[src/rtl/conv_bram_arbiter.sv]
`default_nettype none
// ============================================================================
//  Module   : conv_bram_arbiter
//  Purpose  : Shares one single-port BRAM (1-cycle read latency) between the
//             conv read stream, posted conv result writes (via an internal
//             write FIFO) and single-beat host accesses. Strict priority:
//             conv read > FIFO drain > host.
//  Revision : 1.0  initial release
// ============================================================================
module conv_bram_arbiter #(
   parameter int ADDR_BW      = 12,
   parameter int DATA_BW      = 16,
   parameter int WFIFO_DEPTH  = 8,
   parameter int WFIFO_PTR_BW = 3
) (
   input  logic                    ACLK,
   input  logic                    ARESETn,
   // conv read stream
   input  logic                    c_r_en,
   input  logic [ADDR_BW-1:0]      c_r_addr,
   output logic [DATA_BW-1:0]      c_r_data,
   // conv posted writes
   input  logic                    c_w_en,
   input  logic [ADDR_BW-1:0]      c_w_addr,
   input  logic [DATA_BW-1:0]      c_w_data,
   // host single-beat access
   input  logic                    h_req,
   input  logic                    h_we,
   input  logic [ADDR_BW-1:0]      h_addr,
   input  logic [DATA_BW-1:0]      h_wdata,
   output logic                    h_ack,
   output logic [DATA_BW-1:0]      h_rdata,
   // BRAM port
   output logic                    m_en,
   output logic                    m_we,
   output logic [ADDR_BW-1:0]      m_addr,
   output logic [DATA_BW-1:0]      m_wdata,
   input  logic [DATA_BW-1:0]      m_rdata,
   // status
   output logic [WFIFO_PTR_BW:0]   o_wfifo_level,
   output logic                    o_wfifo_empty,
   output logic                    o_overflow,
   input  logic                    i_clr_err
);

   localparam int                    ENTRY_BW = ADDR_BW + DATA_BW;
   localparam logic [WFIFO_PTR_BW:0] C_DEPTH  = (WFIFO_PTR_BW+1)'(WFIFO_DEPTH);

   // host FSM encoding
   localparam logic [1:0] H_IDLE = 2'd0;
   localparam logic [1:0] H_DATA = 2'd1;
   localparam logic [1:0] H_ACK  = 2'd2;

   // write FIFO storage and bookkeeping
   logic [ENTRY_BW-1:0]     fifo_mem_q [WFIFO_DEPTH];
   logic [ENTRY_BW-1:0]     fifo_mem_d [WFIFO_DEPTH];
   logic [WFIFO_PTR_BW-1:0] wr_ptr_q, wr_ptr_d;
   logic [WFIFO_PTR_BW-1:0] rd_ptr_q, rd_ptr_d;
   logic [WFIFO_PTR_BW:0]   level_q, level_d;
   logic                    empty_q, empty_d;
   logic                    overflow_q, overflow_d;

   // host side state
   logic [1:0]              h_state_q, h_state_d;
   logic                    h_we_q, h_we_d;       // direction of the access in flight
   logic                    h_ack_q, h_ack_d;
   logic [DATA_BW-1:0]      h_rdata_q, h_rdata_d;

   // port select results
   logic                    port_en;
   logic                    port_we;
   logic [ADDR_BW-1:0]      port_addr;
   logic [DATA_BW-1:0]      port_wdata;
   logic                    fifo_pop;
   logic                    host_grant;
   logic                    fifo_full;
   logic                    fifo_push_ok;

   // Strict-priority port select; the FIFO head is only visible once the
   // registered empty flag clears, so a push never bypasses to the port.
   always_comb begin
      port_en    = 1'b0;
      port_we    = 1'b0;
      port_addr  = '0;
      port_wdata = '0;
      fifo_pop   = 1'b0;
      host_grant = 1'b0;
      if (c_r_en) begin
         port_en   = 1'b1;
         port_addr = c_r_addr;
      end else if (!empty_q) begin
         port_en                 = 1'b1;
         port_we                 = 1'b1;
         {port_addr, port_wdata} = fifo_mem_q[rd_ptr_q];
         fifo_pop                = 1'b1;
      end else if ((h_state_q == H_IDLE) && h_req) begin
         port_en    = 1'b1;
         port_we    = h_we;
         port_addr  = h_addr;
         port_wdata = h_wdata;
         host_grant = 1'b1;
      end
   end

   // Enables are gated by reset so nothing reaches the BRAM while in reset.
   assign m_en     = port_en & ARESETn;
   assign m_we     = port_we & ARESETn;
   assign m_addr   = port_addr;
   assign m_wdata  = port_wdata;
   assign c_r_data = m_rdata;

   // Write FIFO next state: a push into a full FIFO survives only if the
   // head is popped in the same cycle; otherwise it is dropped and flagged.
   always_comb begin
      fifo_full    = (level_q == C_DEPTH);
      fifo_push_ok = c_w_en & (~fifo_full | fifo_pop);
      fifo_mem_d   = fifo_mem_q;
      wr_ptr_d     = wr_ptr_q;
      rd_ptr_d     = rd_ptr_q;
      if (fifo_push_ok) begin
         fifo_mem_d[wr_ptr_q] = {c_w_addr, c_w_data};
         wr_ptr_d             = wr_ptr_q + WFIFO_PTR_BW'(1);
      end
      if (fifo_pop) begin
         rd_ptr_d = rd_ptr_q + WFIFO_PTR_BW'(1);
      end
      case ({fifo_push_ok, fifo_pop})
         2'b10:   level_d = level_q + (WFIFO_PTR_BW+1)'(1);
         2'b01:   level_d = level_q - (WFIFO_PTR_BW+1)'(1);
         default: level_d = level_q;
      endcase
      empty_d = (level_d == '0);
      // set has priority over clear
      if (c_w_en && fifo_full && !fifo_pop) begin
         overflow_d = 1'b1;
      end else if (i_clr_err) begin
         overflow_d = 1'b0;
      end else begin
         overflow_d = overflow_q;
      end
   end

   // Host FSM next-state: one grant cycle, one data-capture cycle, one ack cycle.
   always_comb begin
      h_state_d = h_state_q;
      case (h_state_q)
         H_IDLE:  if (host_grant) h_state_d = H_DATA;
         H_DATA:  h_state_d = H_ACK;
         H_ACK:   h_state_d = H_IDLE;
         default: h_state_d = H_IDLE;
      endcase
   end

   // Host FSM outputs: capture read data in H_DATA and raise ack for H_ACK.
   always_comb begin
      h_we_d    = host_grant ? h_we : h_we_q;
      h_ack_d   = (h_state_q == H_DATA);
      h_rdata_d = h_rdata_q;
      if ((h_state_q == H_DATA) && !h_we_q) begin
         h_rdata_d = m_rdata;
      end
   end

   // Control and status registers, cleared asynchronously.
   always_ff @(posedge ACLK or negedge ARESETn) begin
      if (!ARESETn) begin
         wr_ptr_q   <= '0;
         rd_ptr_q   <= '0;
         level_q    <= '0;
         empty_q    <= 1'b1;
         overflow_q <= 1'b0;
         h_state_q  <= H_IDLE;
         h_we_q     <= 1'b0;
         h_ack_q    <= 1'b0;
         h_rdata_q  <= '0;
      end else begin
         wr_ptr_q   <= wr_ptr_d;
         rd_ptr_q   <= rd_ptr_d;
         level_q    <= level_d;
         empty_q    <= empty_d;
         overflow_q <= overflow_d;
         h_state_q  <= h_state_d;
         h_we_q     <= h_we_d;
         h_ack_q    <= h_ack_d;
         h_rdata_q  <= h_rdata_d;
      end
   end

   // FIFO payload storage needs no reset; the pointers define validity.
   always_ff @(posedge ACLK) begin
      fifo_mem_q <= fifo_mem_d;
   end

   assign h_ack         = h_ack_q;
   assign h_rdata       = h_rdata_q;
   assign o_wfifo_level = level_q;
   assign o_wfifo_empty = empty_q;
   assign o_overflow    = overflow_q;

endmodule
`default_nettype wire
[config.mk]
export PLATFORM = sky130hd
export DESIGN_NAME = conv_bram_arbiter
export DESIGN_NICKNAME = d
export VERILOG_FILES = /design/src/rtl/conv_bram_arbiter.sv
export SDC_FILE = /design/constraint.sdc
export NUM_CORES = 1
export LEC_CHECK = 0
export CAP_MARGIN = 20
export CELL_PAD_IN_SITES_DETAIL_PLACEMENT = 2
export CELL_PAD_IN_SITES_GLOBAL_PLACEMENT = 2
export CORE_UTILIZATION = 24
export CTS_CLUSTER_SIZE = 8
export DETAILED_ROUTE_END_ITERATION = 16
export GPL_ROUTABILITY_DRIVEN = 0
export HOLD_SLACK_MARGIN = 0.06
export MAX_ROUTING_LAYER = met4
export PLACE_DENSITY_LB_ADDON = 0.08
export SLEW_MARGIN = 40
export SYNTH_ARGS = -nofsm -noshare
export SYNTH_HDL_FRONTEND = slang
export SYNTH_SLANG_ARGS = --single-unit
[constraint.sdc]
create_clock -name ACLK -period 4.15 [get_ports ACLK]
set_input_delay 0.415 -clock ACLK [delete_from_list [all_inputs] [get_ports ACLK]]
set_output_delay 0.415 -clock ACLK [all_outputs]
set_load 0.05 [all_outputs]
# After elaboration in Yosys (flattened, before gate mapping)
# Index checks and enable logic that the tools add are counted.
# classes
n_addsub	4
n_mux	27
reduce_logical	10
magnitude_cmp	3
eq_ne	5
n_bitwise	7
# ops
cell	n
224-bit bitwise mux	1
28-bit binary-select mux with 3-bit select	1
28-bit demux with 3-bit select	1
28-bit two-way mux	3
16-bit two-way mux	3
12-bit two-way mux	3
1-bit two-way mux	12
4-bit >= comparator (second input constant)	2
3-bit NOT with 4-bit output	2
4-bit one-hot mux with 2 select lines	1
3-bit by 1-bit adder with 3-bit output (second input constant)	2
1-bit logical AND	5
4-bit by 1-bit adder with 4-bit output (second input constant)	1
2-bit by 1-bit == test with 1-bit output (second input constant)	2
4-bit == test (second input constant)	1
4-bit zero test	1
4-bit by 1-bit < comparator with 1-bit output (second input constant)	1
2-bit one-hot mux with 2 select lines	1
4-bit by 1-bit subtractor with 4-bit output (second input constant)	1
1-bit bitwise AND	3
2-bit == test (second input constant)	1
1-bit zero test	2
2-bit zero test	1
2-bit two-way mux	1
other kinds (4)	4
# word_totals
reg_bits	256
inputBits	91
out_inout_bits	69
wordCells	73

# Depth between registers and ports, before layout
# logic_depth
word_depth	7
ltp_mapped	10
ltp_nobuf	10

# Least setup slack after synthesis
# Ideal clock, no wire load.
# synth_timing
kind	reg-to-reg
start	register level_q[1], in the netlist o_wfifo_level[1]
end	register fifo_mem_q[140] (netlist bit) (enable)
slack_ps	650
synth_period_minus_slack_ps	3500
setup_ps	448
arrival_time_ps	3052
path_stages_with_launch	5
cell_sequence	dfrtp_1 nor4b_1 nand2_1 nand2b_1 nor3_1
# synth_via
elab_chain_len	4
# synth_lines
element	line	rtl
from (decl)	59	logic [WFIFO_PTR_BW:0] level_q, level_d;
from (signal assigned)	179	level_q <= level_d;
4-bit == test	115	fifo_full = (level_q == C_DEPTH);
1-bit NOT	116	fifo_push_ok = c_w_en & (~fifo_full | fifo_pop);
1-bit OR	116	
1-bit bitwise AND	116	
to (signal assigned)	191	fifo_mem_q <= fifo_mem_d;
to (decl)	55	logic [ENTRY_BW-1:0] fifo_mem_q [WFIFO_DEPTH];
# Every way passes these cells.
# A chain may end at the register's enable or synchronous reset.

# Final worst setup path
# layout_timing
start	register empty_q, in the netlist o_wfifo_empty
end	output port m_addr[6]
# layout_via
elab_chain_len	2
# layout_lines
element	line	rtl
from (decl)	60	logic empty_q, empty_d;
from (signal assigned)	180	empty_q <= empty_d;
12-bit two-way mux	91	end else if (!empty_q) begin
12-bit two-way mux	88	if (c_r_en) begin
to (decl)	36	output logic [ADDR_BW-1:0] m_addr,
# Every way passes these cells.

==> metrics.yaml <==
drive_gt1_share_pct: 18.9
dieArea_mm2: 0.0444
ctsHoldBuffers: 0
start_util_pct: 24.3
synth_seq_cells: 256
grt_pass1_vias: 6781
wl_per_cell_um: 21.8
p_leak_nw: 4.79
clock_latency_ns: 0.51
antenna_found_initial: 1
cap_violations: 0
hold-worst-slack_ns: 0.377
synth.most_common_cell: "edfxtp_1"
irDropWorstVdd_v: 0.000330
power.total_mw: 10.4
cts_num_sinks: 256
dr_total_vias: 5892
fin_setup_tns_ns: 0
synth_edf_count: 224
grt-ovfl-total: 0
startpoint: "o_wfifo_empty$_DFF_PN1_"
h-tree-depth: 2
fin_crit_sh_pct: 85.7
rsz0062_at_grt: "no"
synth-async-reset-ratio_pct: 12.5
path_clk_slew_ns: 0.05
arrival_ns: 3.14
post-route-drc-count: 0
hpwl_mm: 18.6
ys_top_cells_by_count: "edfxtp_1, mux2i_1, dfrtp_1, mux4_2, a21oi_1"
yosysTopAreaCell: "edfxtp_1"
num-nets-final: 849
worstPathRequired_ns: 3.73
cts-root-buf: "clkbuf_16"
vias_per_cell: 4.38
crit_type: "reg2out"
cts_resized: 0
fmaxAchievable_mhz: 281
dr.pass1.iters: 6
grt_pass1_wl_mm: 44.2
slew_viol_final: 0
die_x_um: 211
crit_fanout: 17
slew_headroom_pct: 51.2
core_mm2: 0.0430
cts_buffers: 38
worst_pin_slew_ns: 0.732
yosys.area.top_type_share_pct: 64.3
drtAntennaViolNets: 0
syn-cell-area_mm2: 0.0105
die_y_um: 211
ioPinCount: 160
area_growth_pct: 33.4
portBuffers: 159
crit_path_end_kind: "output port"
drt_wl_total_mm: 29.3
grt_max_degree: 35
synth_warnings: 0
initialDrtViolationCount: 179
reg2reg_from: "o_wfifo_empty$_DFF_PN1_"
setup_viol: 0
fin_skew_ns: 0.00765
synth_top_flop_cell: "edfxtp_1"
avgSynthCellArea_um2: 18.2
grtUsageTotal_pct: 14.0
rows: 76
status: "finished, final reports clean"
start_kind: "flop"
hp-class: "in2async"
yosysUniqueCellTypes: 43
synth_area_leaders: "edfxtp_1, dfrtp_1, mux2i_1"
synth_fp_nets: 671
yosysSeqAreaShare_pct: 72.0
power_density_mw_per_mm2: 748
cts_buffer_depth: 3
period_needed_ns: 3.56
tritoncts: "done"
hold_violations: 0
syn_inst: 575
post_cts_buffers: 0
## worst paths after layout
| path | to | slack, ns | depth (start not counted) |
|---|---|---|---|
| setup / recovery | m_addr[6] | 0.59 | 4 |
| hold / removal | h_rdata[4]$_DFFE_PN0P_ | 0.38 | 2 |
| setup reg to reg | o_wfifo_empty$_DFF_PN1_ | 0.89 | 10 |
| hold reg to reg | h_state_q[1]$_DFFE_PN0P_ | 0.46 | 1 |
| max in group asynchronous | rd_ptr_q[1]$_DFFE_PN0P_ | 3.42 | 2 |
| min in group ACLK | h_state_q[1]$_DFFE_PN0P_ | 0.46 | 1 |
## placed cells by master, fill, tap and decap left out, types with 2 or more instances in the layout
master             n
a21oi_1           26
nor2b_1            8
buf_12            22
dfrtp_1           29
and3_1             2
nand2_1           21
clkdlybuf4s50_1  141
nand3_1           15
nor3_2             2
buf_4             20
mux4_1             4
o2bb2ai_1         16
clkbuf_16         38
o21ai_0            2
mux2_2            18
a2bb2oi_1         12
nor2_1             4
nor2_4             6
edfxtp_1         224
a22oi_1           12
inv_1              5
mux4_2            28
mux2i_1           65
xnor2_1            6
ha_1               5
clkbuf_1           4
## metal layers
| metal | track usage [%] | vias up | part of all wire, % | wire (um) |
|---|---|---|---|---|
| li1 | - | 2625 | - | - |
| met1 | 17.2 | 3088 | 43 | 12800 |
| met2 | 23.5 | 135 | 50 | 14700 |
| met3 | 2.80 | 44 | 4.6 | 1360 |
| met4 | 3.70 | 0 | 1.8 | 532 |
| met5 | - | - | 0 | 0 |
## sequential cells by signal, summed over array words and instances (netlist names)
signal and flops:
fifo_mem_q 224, h_rdata 16, o_wfifo_level 4, rd_ptr_q 3
wr_ptr_q 3, h_state_q 2, h_ack 1, h_we_q 1
o_overflow 1, o_wfifo_empty 1
## layout make-up
class | count | area (um^2)
well taps | 585 | 732
clock inverters | 2 | 46.3
flip-flops and latches | 256 | 7530
multi-input cells | 269 | 2630
fillers | 4347 | 29000
diodes | 1 | 2.50
clock buffers | 43 | 980
repair buffers | 183 | 2000
inverters | 5 | 18.8
## stage by stage
| stage | cell area, um^2 | utilization [%] | instances | setup slack (ns) |
|---|---|---|---|---|
| floorplan | 10500 | - | 575 | 0.650 |
| CTS | 13900 | 32.4 | 1343 | 0.507 |
| global placement | 12900 | 30.1 | 1298 | 0.945 |
| detailed placement | 12900 | 30.1 | 1298 | 0.738 |
| finish | 13900 | 32.5 | 1344 | 0.594 |
| global route | 13900 | 32.5 | 1344 | 0.403 |
## critical path: stages, from the launching register on
cell and delay (ns):
dfstp_2 0.79, and3_1 0.65, a21oi_1 0.15, a2bb2oi_1 0.18
clkdlybuf4s50_1 0.85
## where the power goes
group          internal, mW  switching (mW)  leakage, nW
logic                  1.66            2.46         1.86
clock network          1.70            1.04        0.501
registers              3.30           0.269         2.43
total                  6.66            3.77         4.79
## logic make-up after synthesis
kind of cell               after synthesis  synth area share (%)
AOI/OAI and AO/OA                       71                  4.74
xor gates and xnor gates                 7                 0.586
adders and majority gates                5                 0.598
buffers and inverters                   50                  3.32
DFF                                    256                  72.0
muxes                                  116                  15.3
and+or+nand+nor                         70                  3.44
No activity file was read; power rests on OpenSTA's default activity.
